--- config.mk ---
export PLATFORM = sky130hd
export DESIGN_NAME = ub_multitap_delay_line
export DESIGN_NICKNAME = d
export VERILOG_FILES = /design/src/rtl/ub_delay_pkg.sv /design/src/rtl/ub_delay_storage.sv /design/src/rtl/ub_multitap_delay_line.sv
export SDC_FILE = /design/constraint.sdc
export NUM_CORES = 2
export LEC_CHECK = 0
export ABC_CLOCK_PERIOD_IN_PS = 4600
export BUFFER_PORTS_ARGS = -buffer_cell sky130_fd_sc_hd__buf_2
export CAP_MARGIN = 10
export CORE_MARGIN = 2
export CORE_UTILIZATION = 39
export DETAILED_ROUTE_END_ITERATION = 8
export SYNTH_ARGS = -nofsm -noshare
export SYNTH_HDL_FRONTEND = slang
export SYNTH_SLANG_ARGS = --single-unit
--- constraint.sdc ---
create_clock -name clk -period 4.6 [get_ports clk]
set_input_delay 0.46 -clock clk [delete_from_list [all_inputs] [get_ports clk]]
set_output_delay 0.46 -clock clk [all_outputs]
set_load 0.02 [all_outputs]
--- src/rtl/ub_delay_pkg.sv ---
// Shared helpers for the unified-buffer multi-tap delay line: pointer sizing
// and extraction of per-tap delays from the packed delay parameter.
package ub_delay_pkg;

  localparam int DELAY_FIELD_W = 32;
  localparam int MAX_TAPS      = 32;
  localparam int TAP_BITS      = MAX_TAPS * DELAY_FIELD_W;

  function automatic int ptr_w(input int depth);
    int w;
    w = $clog2(depth);
    return (w < 1) ? 1 : w;
  endfunction

  // Callers widen their packed delay vector to TAP_BITS before calling.
  function automatic int tap_delay(input logic [TAP_BITS-1:0] delays, input int idx);
    return int'(delays[idx*DELAY_FIELD_W +: DELAY_FIELD_W]);
  endfunction

endpackage

--- src/rtl/ub_delay_storage.sv ---
// Circular sample store: one synchronous write port and NUM_RD combinational
// read ports. Contents are deliberately not reset.
module ub_delay_storage
  import ub_delay_pkg::*;
#(
  parameter int WIDTH  = 16,
  parameter int DEPTH  = 68,
  parameter int NUM_RD = 4,
  parameter int AW     = ptr_w(DEPTH)
) (
  input  logic                    clk,
  input  logic                    we,
  input  logic [AW-1:0]           waddr,
  input  logic [WIDTH-1:0]        wdata,
  input  logic [NUM_RD*AW-1:0]    raddr,
  output logic [NUM_RD*WIDTH-1:0] rdata
);

  logic [WIDTH-1:0] mem [DEPTH];

  always_ff @(posedge clk) begin
    if (we) begin
      mem[waddr] <= wdata;
    end
  end

  for (genvar r = 0; r < NUM_RD; r++) begin : g_rd
    assign rdata[r*WIDTH +: WIDTH] = mem[raddr[r*AW +: AW]];
  end

endmodule

--- src/rtl/ub_multitap_delay_line.sv ---
// Multi-tap delay line: one circular store read at NUM_TAPS fixed delays,
// with stall enable, synchronous flush and per-tap valid masking.
module ub_multitap_delay_line
  import ub_delay_pkg::*;
#(
  parameter int WIDTH     = 16,
  parameter int NUM_TAPS  = 4,
  parameter int MAX_DELAY = 68,
  parameter logic [NUM_TAPS*32-1:0] TAP_DELAYS = {32'd4, 32'd3, 32'd67, 32'd68}
) (
  input  logic                           clk,
  input  logic                           rst_n,
  input  logic                           flush,
  input  logic                           en,
  input  logic [WIDTH-1:0]               in,
  output logic [NUM_TAPS*WIDTH-1:0]      out,
  output logic [NUM_TAPS-1:0]            out_valid,
  output logic [$clog2(MAX_DELAY+1)-1:0] fill_count
);

  localparam int PW = ptr_w(MAX_DELAY);
  localparam int CW = $clog2(MAX_DELAY + 1);

  localparam logic [PW-1:0]       PTR_LAST  = PW'(MAX_DELAY - 1);
  localparam logic [CW-1:0]       FILL_MAX  = CW'(MAX_DELAY);
  localparam logic [PW:0]         DEPTH_X   = (PW+1)'(MAX_DELAY);
  localparam logic [TAP_BITS-1:0] TAPS_EXT  = TAP_BITS'(TAP_DELAYS);

  logic [PW-1:0]             wr_ptr;
  logic [PW:0]               wr_ext;
  logic                      wr_en;
  logic [NUM_TAPS*PW-1:0]    rd_addr;
  logic [NUM_TAPS*WIDTH-1:0] rd_data;

  if (NUM_TAPS < 1 || NUM_TAPS > MAX_TAPS) begin : g_bad_taps
    $error("ub_multitap_delay_line: NUM_TAPS=%0d out of range", NUM_TAPS);
  end

  // Flush wins over enable, so a flushing edge never writes the store.
  assign wr_en  = en && !flush;
  assign wr_ext = {1'b0, wr_ptr};

  always_ff @(posedge clk or negedge rst_n) begin
    if (!rst_n) begin
      wr_ptr     <= '0;
      fill_count <= '0;
    end else if (flush) begin
      wr_ptr     <= '0;
      fill_count <= '0;
    end else if (en) begin
      wr_ptr <= (wr_ptr == PTR_LAST) ? '0 : wr_ptr + 1'b1;
      if (fill_count != FILL_MAX) begin
        fill_count <= fill_count + 1'b1;
      end
    end
  end

  ub_delay_storage #(
    .WIDTH  (WIDTH),
    .DEPTH  (MAX_DELAY),
    .NUM_RD (NUM_TAPS),
    .AW     (PW)
  ) u_storage (
    .clk   (clk),
    .we    (wr_en),
    .waddr (wr_ptr),
    .wdata (in),
    .raddr (rd_addr),
    .rdata (rd_data)
  );

  for (genvar g = 0; g < NUM_TAPS; g++) begin : g_tap
    localparam int            D   = tap_delay(TAPS_EXT, g);
    localparam logic [PW:0]   D_X = (PW+1)'(D);
    localparam logic [CW-1:0] D_C = CW'(D);

    if (D < 1 || D > MAX_DELAY) begin : g_bad_delay
      $error("ub_multitap_delay_line: tap %0d delay %0d outside 1..%0d", g, D, MAX_DELAY);
    end

    // Modular subtraction kept non-negative; a full-depth delay lands on wr_ptr.
    assign rd_addr[g*PW +: PW] = (wr_ext >= D_X) ? PW'(wr_ext - D_X)
                                                 : PW'(wr_ext + DEPTH_X - D_X);
    assign out_valid[g]            = (fill_count >= D_C);
    assign out[g*WIDTH +: WIDTH]   = out_valid[g] ? rd_data[g*WIDTH +: WIDTH] : '0;
  end

endmodule

# Word level (Yosys, flattened, before mapping)
# Memories as Yosys holds them, arrays and structs flattened.
# Index checks and enable logic that the tools add are counted.
[totals]
reg_bits = 14
ram_bits = 1088
out_inout_bits = 75
word_cells = 45
n_memories = 1
[memory_table]
columns = ["name", "depth", "word_bits", "read_ports", "rd_clocked_by_memory_dff", "write_ports", "line_no", "rtl"]
rows = [
  ["u_storage.mem", 68, 16, 4, 0, 1, "ub_delay_storage.sv:19", "logic [WIDTH-1:0] mem [DEPTH];"],
]
[classes]
addsub = 11
magnitude_cmp = 8
n_eq_ne = 2
n_mux = 16
reduce_logical = 5
[ops]
columns = ["operator", "n"]
rows = [
  ["two-way mux 7 bit", 10],
  ["two-way mux 16 bit", 4],
  [">= comparator 7 bit, second input constant", 4],
  ["subtractor 7 bit, second input constant", 4],
  ["adder 7 x 1 -> 7 bit, second input constant", 2],
  [">= comparator 7 x 2 -> 1 bit, second input constant", 2],
  [">= comparator 7 x 3 -> 1 bit, second input constant", 2],
  ["subtractor 7 x 2 -> 7 bit, second input constant", 2],
  ["subtractor 7 x 3 -> 7 bit, second input constant", 2],
  ["adder 7 bit, second input constant", 1],
  ["== test 7 bit, second input constant", 1],
  ["inequality test 7 bit, second input constant", 1],
  ["nonzero test 2 bit", 2],
  ["two-way mux 1 bit", 2],
  ["AND reduction 2 bit", 1],
  ["logical AND 1 bit", 1],
  ["zero test 1 bit", 1],
]

# Longest topological paths before layout
# An unclocked memory read counts as a cell.
[logic_depth]
ltp_word = 5
depth_mapped = 17
mapped_depth_nobuf = 10

# Hierarchy
# Synthesis repeated with hierarchy kept, for this count alone.
[hier_totals]
hier_cells = 5313
hier_area_um2 = 71925.2
[modules_own_cells]
columns = ["module", "instances", "cells_per_inst", "area_per_inst_um2", "seq_area_each_um2"]
rows = [
  ["ub_delay_storage", 1, 5063, 69978.4, 32671.3],
  ["ub_multitap_delay_line", 1, 250, 1946.9, 350.3],
]

# Worst setup path after synthesis
# No wires, ideal clock.
[synth_timing]
kind = "register -> register"
start = "register wr_ptr[0]"
end = "memory u_storage.mem[5][0] (enable)"
arrival_time_ns = 3.908
required_time_ns = 4.164
slack_ns = 0.256
path_stages_with_launch = 10
path_buffers = 8
cell_sequence = "dfrtp_1 > buf_2 > buf_2 > buf_2 > buf_2 > buf_2 > buf_2 > buf_2 > buf_2 > nor4b_1"
[synth_lines]
columns = ["item", "line_no", "rtl"]
rows = [
  ["from (decl)", "ub_multitap_delay_line.sv:29", "logic [PW-1:0] wr_ptr;"],
  ["from (signal assigned)", "ub_multitap_delay_line.sv:51", "wr_ptr <= (wr_ptr == PTR_LAST) ? '0 : wr_ptr + 1'b1;"],
  ["to (decl)", "ub_delay_storage.sv:19", ""],
]
# Straight into the memory's write port.

# Worst setup path after layout
[layout_timing]
start = "register wr_ptr[1]"
end = "output port out[28]"
[layout_via]
elab_chain_cells = 5
[layout_lines]
columns = ["item", "line_no", "rtl"]
rows = [
  ["adder 7 bit", "ub_multitap_delay_line.sv:83", ": PW'(wr_ext + DEPTH_X - D_X);"],
  ["subtractor 7 bit", "ub_multitap_delay_line.sv:83", ""],
  ["two-way mux 7 bit (*)", "ub_multitap_delay_line.sv:82", "assign rd_addr[g*PW +: PW] = (wr_ext >= D_X) ? PW'(wr_ext - D_X)"],
  ["memory read (68 x 16 bit) (*)", "-", ""],
  ["two-way mux 16 bit (*)", "ub_multitap_delay_line.sv:85", "assign out[g*WIDTH +: WIDTH] = out_valid[g] ? rd_data[g*WIDTH +: WIDTH] : '0;"],
  ["to (decl)", "ub_multitap_delay_line.sv:16", "output logic [NUM_TAPS*WIDTH-1:0] out,"],
]
# Mark *: on every way between the ends. The rest lies on a longest branch, timed or not.

==> results.sh <==
export IMPL_areaGrowthSynthToFinish_pct=23.7
export IMPL_cp_arrival_ps=4260
export IMPL_drtIter0Drc=7761
export IMPL_vias_per_cell=6.97
export IMPL_pre_cts_slack_ps=74.1
export IMPL_cp_endpoint="out[28]"
export IMPL_clock_path_buffers=3
export IMPL_hold_violations=0
export IMPL_fp_row_count=141
export IMPL_grt_max_degree=106
export IMPL_tightest_slew_ps=1260
export IMPL_hp_class="in2async"
export IMPL_vdd_drop_max_v=0.000334
export IMPL_reg2regPathDepth=7
export IMPL_core_um2=147000
export IMPL_grt_pass1_wl_um=339000
export IMPL_setup_viol=16
export IMPL_die_y_um=389
export IMPL_leakage_uw=0.0234
export IMPL_r2r_start="wr_ptr[1]"
export IMPL_synth_area_um2=57700
export IMPL_crit_slowest_cell="mux4_2"
export IMPL_worst_slack_ps=-116
export IMPL_dieArea_um2=151000
export IMPL_clock_latency_ps=800
export IMPL_wl_um=256000
export IMPL_gr_total_overflow=0
export IMPL_ys_seq_area_share_pct=57.3
export IMPL_hpwlAfterDp_um=176000
export IMPL_fin_nets=4326
export IMPL_max_slew_margin_rel_pct=15.7
export IMPL_synth_seq_cells=1102
export IMPL_track_usage_pct=32.7
export IMPL_skew_ps=74.1
export IMPL_yosys_most_used_dff="edfxtp_1"
export IMPL_min_period_over_period_pct=103
export IMPL_initial_core_util_pct=39.1
export IMPL_synth_area_leaders="edfxtp_1 (57%), mux4_2 (21%), nand2_1 (3.5%), a211oi_1 (1.4%), clkbuf_1 (1.2%)"
export IMPL_synth_edf_count=1088
export IMPL_r2r_setup_slack_ps=1180
export IMPL_drc=0
export IMPL_ys_warn_count=0
export IMPL_yosys_area_top_type="edfxtp_1"
export IMPL_grt_pass1_vias=39900
export IMPL_ios=95
export IMPL_place_area_um2=62500
export IMPL_cap_violations=0
export IMPL_cts_tree="yes"
export IMPL_regArea_um2=33000
export IMPL_htreeDepth=3
export IMPL_final_area_um2=71400
export IMPL_outcome="complete, but fails checks"
export IMPL_path_common_cell="buf_4"
export IMPL_cp_max_fo=7
export IMPL_clk_pin_slew_ps=60
export IMPL_startpoint="wr_ptr[1]"
export IMPL_timing_rr_end="u_storage.mem[54][0]"
export IMPL_wl_per_cell_um=40.5
export IMPL_synth_fp_nets=3906
export IMPL_worst_path_largest_cell_delay_ps=640
export IMPL_rsz0062_at_grt="yes"
export IMPL_cts_buffers_inserted=118
export IMPL_fillCellCount=12500
export IMPL_path_cells="ha_4 -> buf_12 -> buf_4 -> mux4_2 -> and3_4 -> a2111oi_4 -> a31oi_1 -> a22o_1 -> nor4_4 -> nor3_4 -> buf_4 -> buf_2"
export IMPL_clock_sinks=1102
export IMPL_cts_root_buf="clkbuf_16"
export IMPL_fmax_mhz=212
export IMPL_ys_async_sr_fraction_pct=1.27
export IMPL_cp_start_kind="flip-flop"
export IMPL_synth_cells=3879
export IMPL_drive_gt1_share_pct=38.4
export IMPL_place_gp_congestion=1.06
export IMPL_io_buffers=94
export IMPL_powerDensity_nw_per_um2=354
export IMPL_firstDrtPassIters=8
export IMPL_yosysTopAreaCellShare_pct=56.7
export IMPL_cp_end_kind="output port"
export IMPL_ant_nets=0
export IMPL_critPathKind="reg2out"
export IMPL_required_ps=4140
export IMPL_num_vias=44100
export IMPL_maxSlewViolCount=0
export IMPL_antenna_found_initial=19
export IMPL_die_x_um=389
export IMPL_multi_input_area_um2=25200
export IMPL_failed_checks="negative setup slack"
export IMPL_syn_area_per_cell_um2=14.9
export IMPL_finalCriticalPeriod_ps=4720
export IMPL_yosysUniqueCellTypes=84
-- worst max-delay path: cells and delay by family, from the launching register on --
family / cells / cell delay, ps
AO/OA/AOI/OAI: 3 / 540
adder cells (fa/ha/maj): 1 / 370
buffers and inverters: 4 / 660
flip-flops: 1 / 530
multiplexers: 1 / 640
AND/OR/NAND/NOR: 3 / 730
-- layout by cell type, fill, tap and decap left out, types with 38 or more instances in the layout --
| cell type | Yosys | routed |
|---|---|---|
| edfxtp_1 | 1088 | 1088 |
| mux4_2 | 545 | 545 |
| nand2_1 | 541 | 519 |
| buf_4 | 14 | 393 |
| clkbuf_16 | 0 | 133 |
| nand3_1 | 133 | 129 |
| nor2_1 | 155 | 110 |
| o21ai_0 | 115 | 100 |
| a211oi_1 | 105 | 80 |
| a21oi_1 | 92 | 79 |
| a31oi_1 | 83 | 73 |
| buf_2 | 102 | 73 |
| a311oi_1 | 76 | 70 |
| and3_1 | 84 | 67 |
| and2_1 | 63 | 59 |
| buf_6 | 7 | 56 |
| buf_12 | 0 | 56 |
| nor2_2 | 1 | 41 |
| mux2i_1 | 46 | 38 |
-- sequential cells by signal, summed over array words and instances, names as in the netlist --
signal / cells
wr_ptr: 7
u_storage.mem: 1088
fill_count: 7
-- cell families (layout without fill, tap and decap cells) --
kind of cell / after synthesis / count (layout) / synth area share [%]
AOI/OAI and AO/OA: 715 / 715 / 8.92
xor gates and xnor gates: 15 / 15 / 0.228
adders and majority gates: 7 / 7 / 0.152
buffers and inverters: 363 / 880 / 2.77
DFF: 1102 / 1102 / 57.3
muxes: 602 / 602 / 22.3
other: 0 / 3 / 0
and+or+nand+nor: 1075 / 1079 / 8.34
-- power breakdown --
| group | switching (uW) | internal, uW |
|---|---|---|
| logic | 2590 | 1850 |
| clock network | 4200 | 5570 |
| registers | 13.1 | 11000 |
-- cell usage after synthesis, types with 18 or more instances --
cell type and count:
o21ai_0 115, nand3_1 133, buf_1 44, and3_1 84, a2111oi_0 29, a221oi_1 35, a31oi_1 83, nor2_1 155
buf_2 102, nand2_1 541, a21oi_1 92, o22ai_1 18, mux4_2 545, a311oi_1 76, a211oi_1 105, nor3_1 41
mux2i_1 46, clkbuf_1 178, edfxtp_1 1088, and2_1 63
-- stage by stage --
stage | total power [uW] | TNS (ps) | hold slack (ps) | utilization (%) | cells
detailed placement | 14800 | 0 | 386 | 42.5 | 5912
CTS | 25000 | -1540 | 107 | 47.1 | 6242
floorplan | 13300 | 0 | 164 | - | 3879
global placement | 14800 | 0 | 384 | 42.5 | 5912
global route | 25800 | -2160 | 166 | 48.4 | 6332
finish | 25300 | -716 | 146 | 48.4 | 6333
-- routing by layer --
metal  part of all wire [%]  track usage, %  up-vias
met2                     43            47.3     3721
met4                    7.1            18.1        6
met1                     37            45.4    22800
li1                       -               -    16900
met3                     13            8.02      708
met5                  0.014               0        -
-- timing repair --
item	in CTS	in global routing
hold endpoints to repair	21	0
gates cloned	26	16
buffers inserted	83	79
pin swaps	67	77
endpoints found under the setup margin	60	64
hold buffers	2	0
gates resized for setup	271	238
-- cell type report --
class / count / area share [%]
flip-flops and latches: 1102 / 46.3
inverters: 18 / 0.109
clock inverters: 84 / 1.33
multi-input cells: 2418 / 35.3
diodes: 3 / 0.0105
repair buffers: 641 / 9.35
well taps: 1930 / 3.38
clock buffers: 137 / 4.27
-- worst min path at each step --
stage,start,slack [ps],endpoint,depth (start not counted)
after global routing,rst_n,170,wr_ptr[0],2
final,rst_n,150,fill_count[0],2
after floorplan,rst_n,160,fill_count[0],0
after global placement,rst_n,380,fill_count[3],1
after detailed placement,rst_n,390,fill_count[0],1
after CTS,rst_n,110,fill_count[0],2
(Power assumes the default switching activity.)
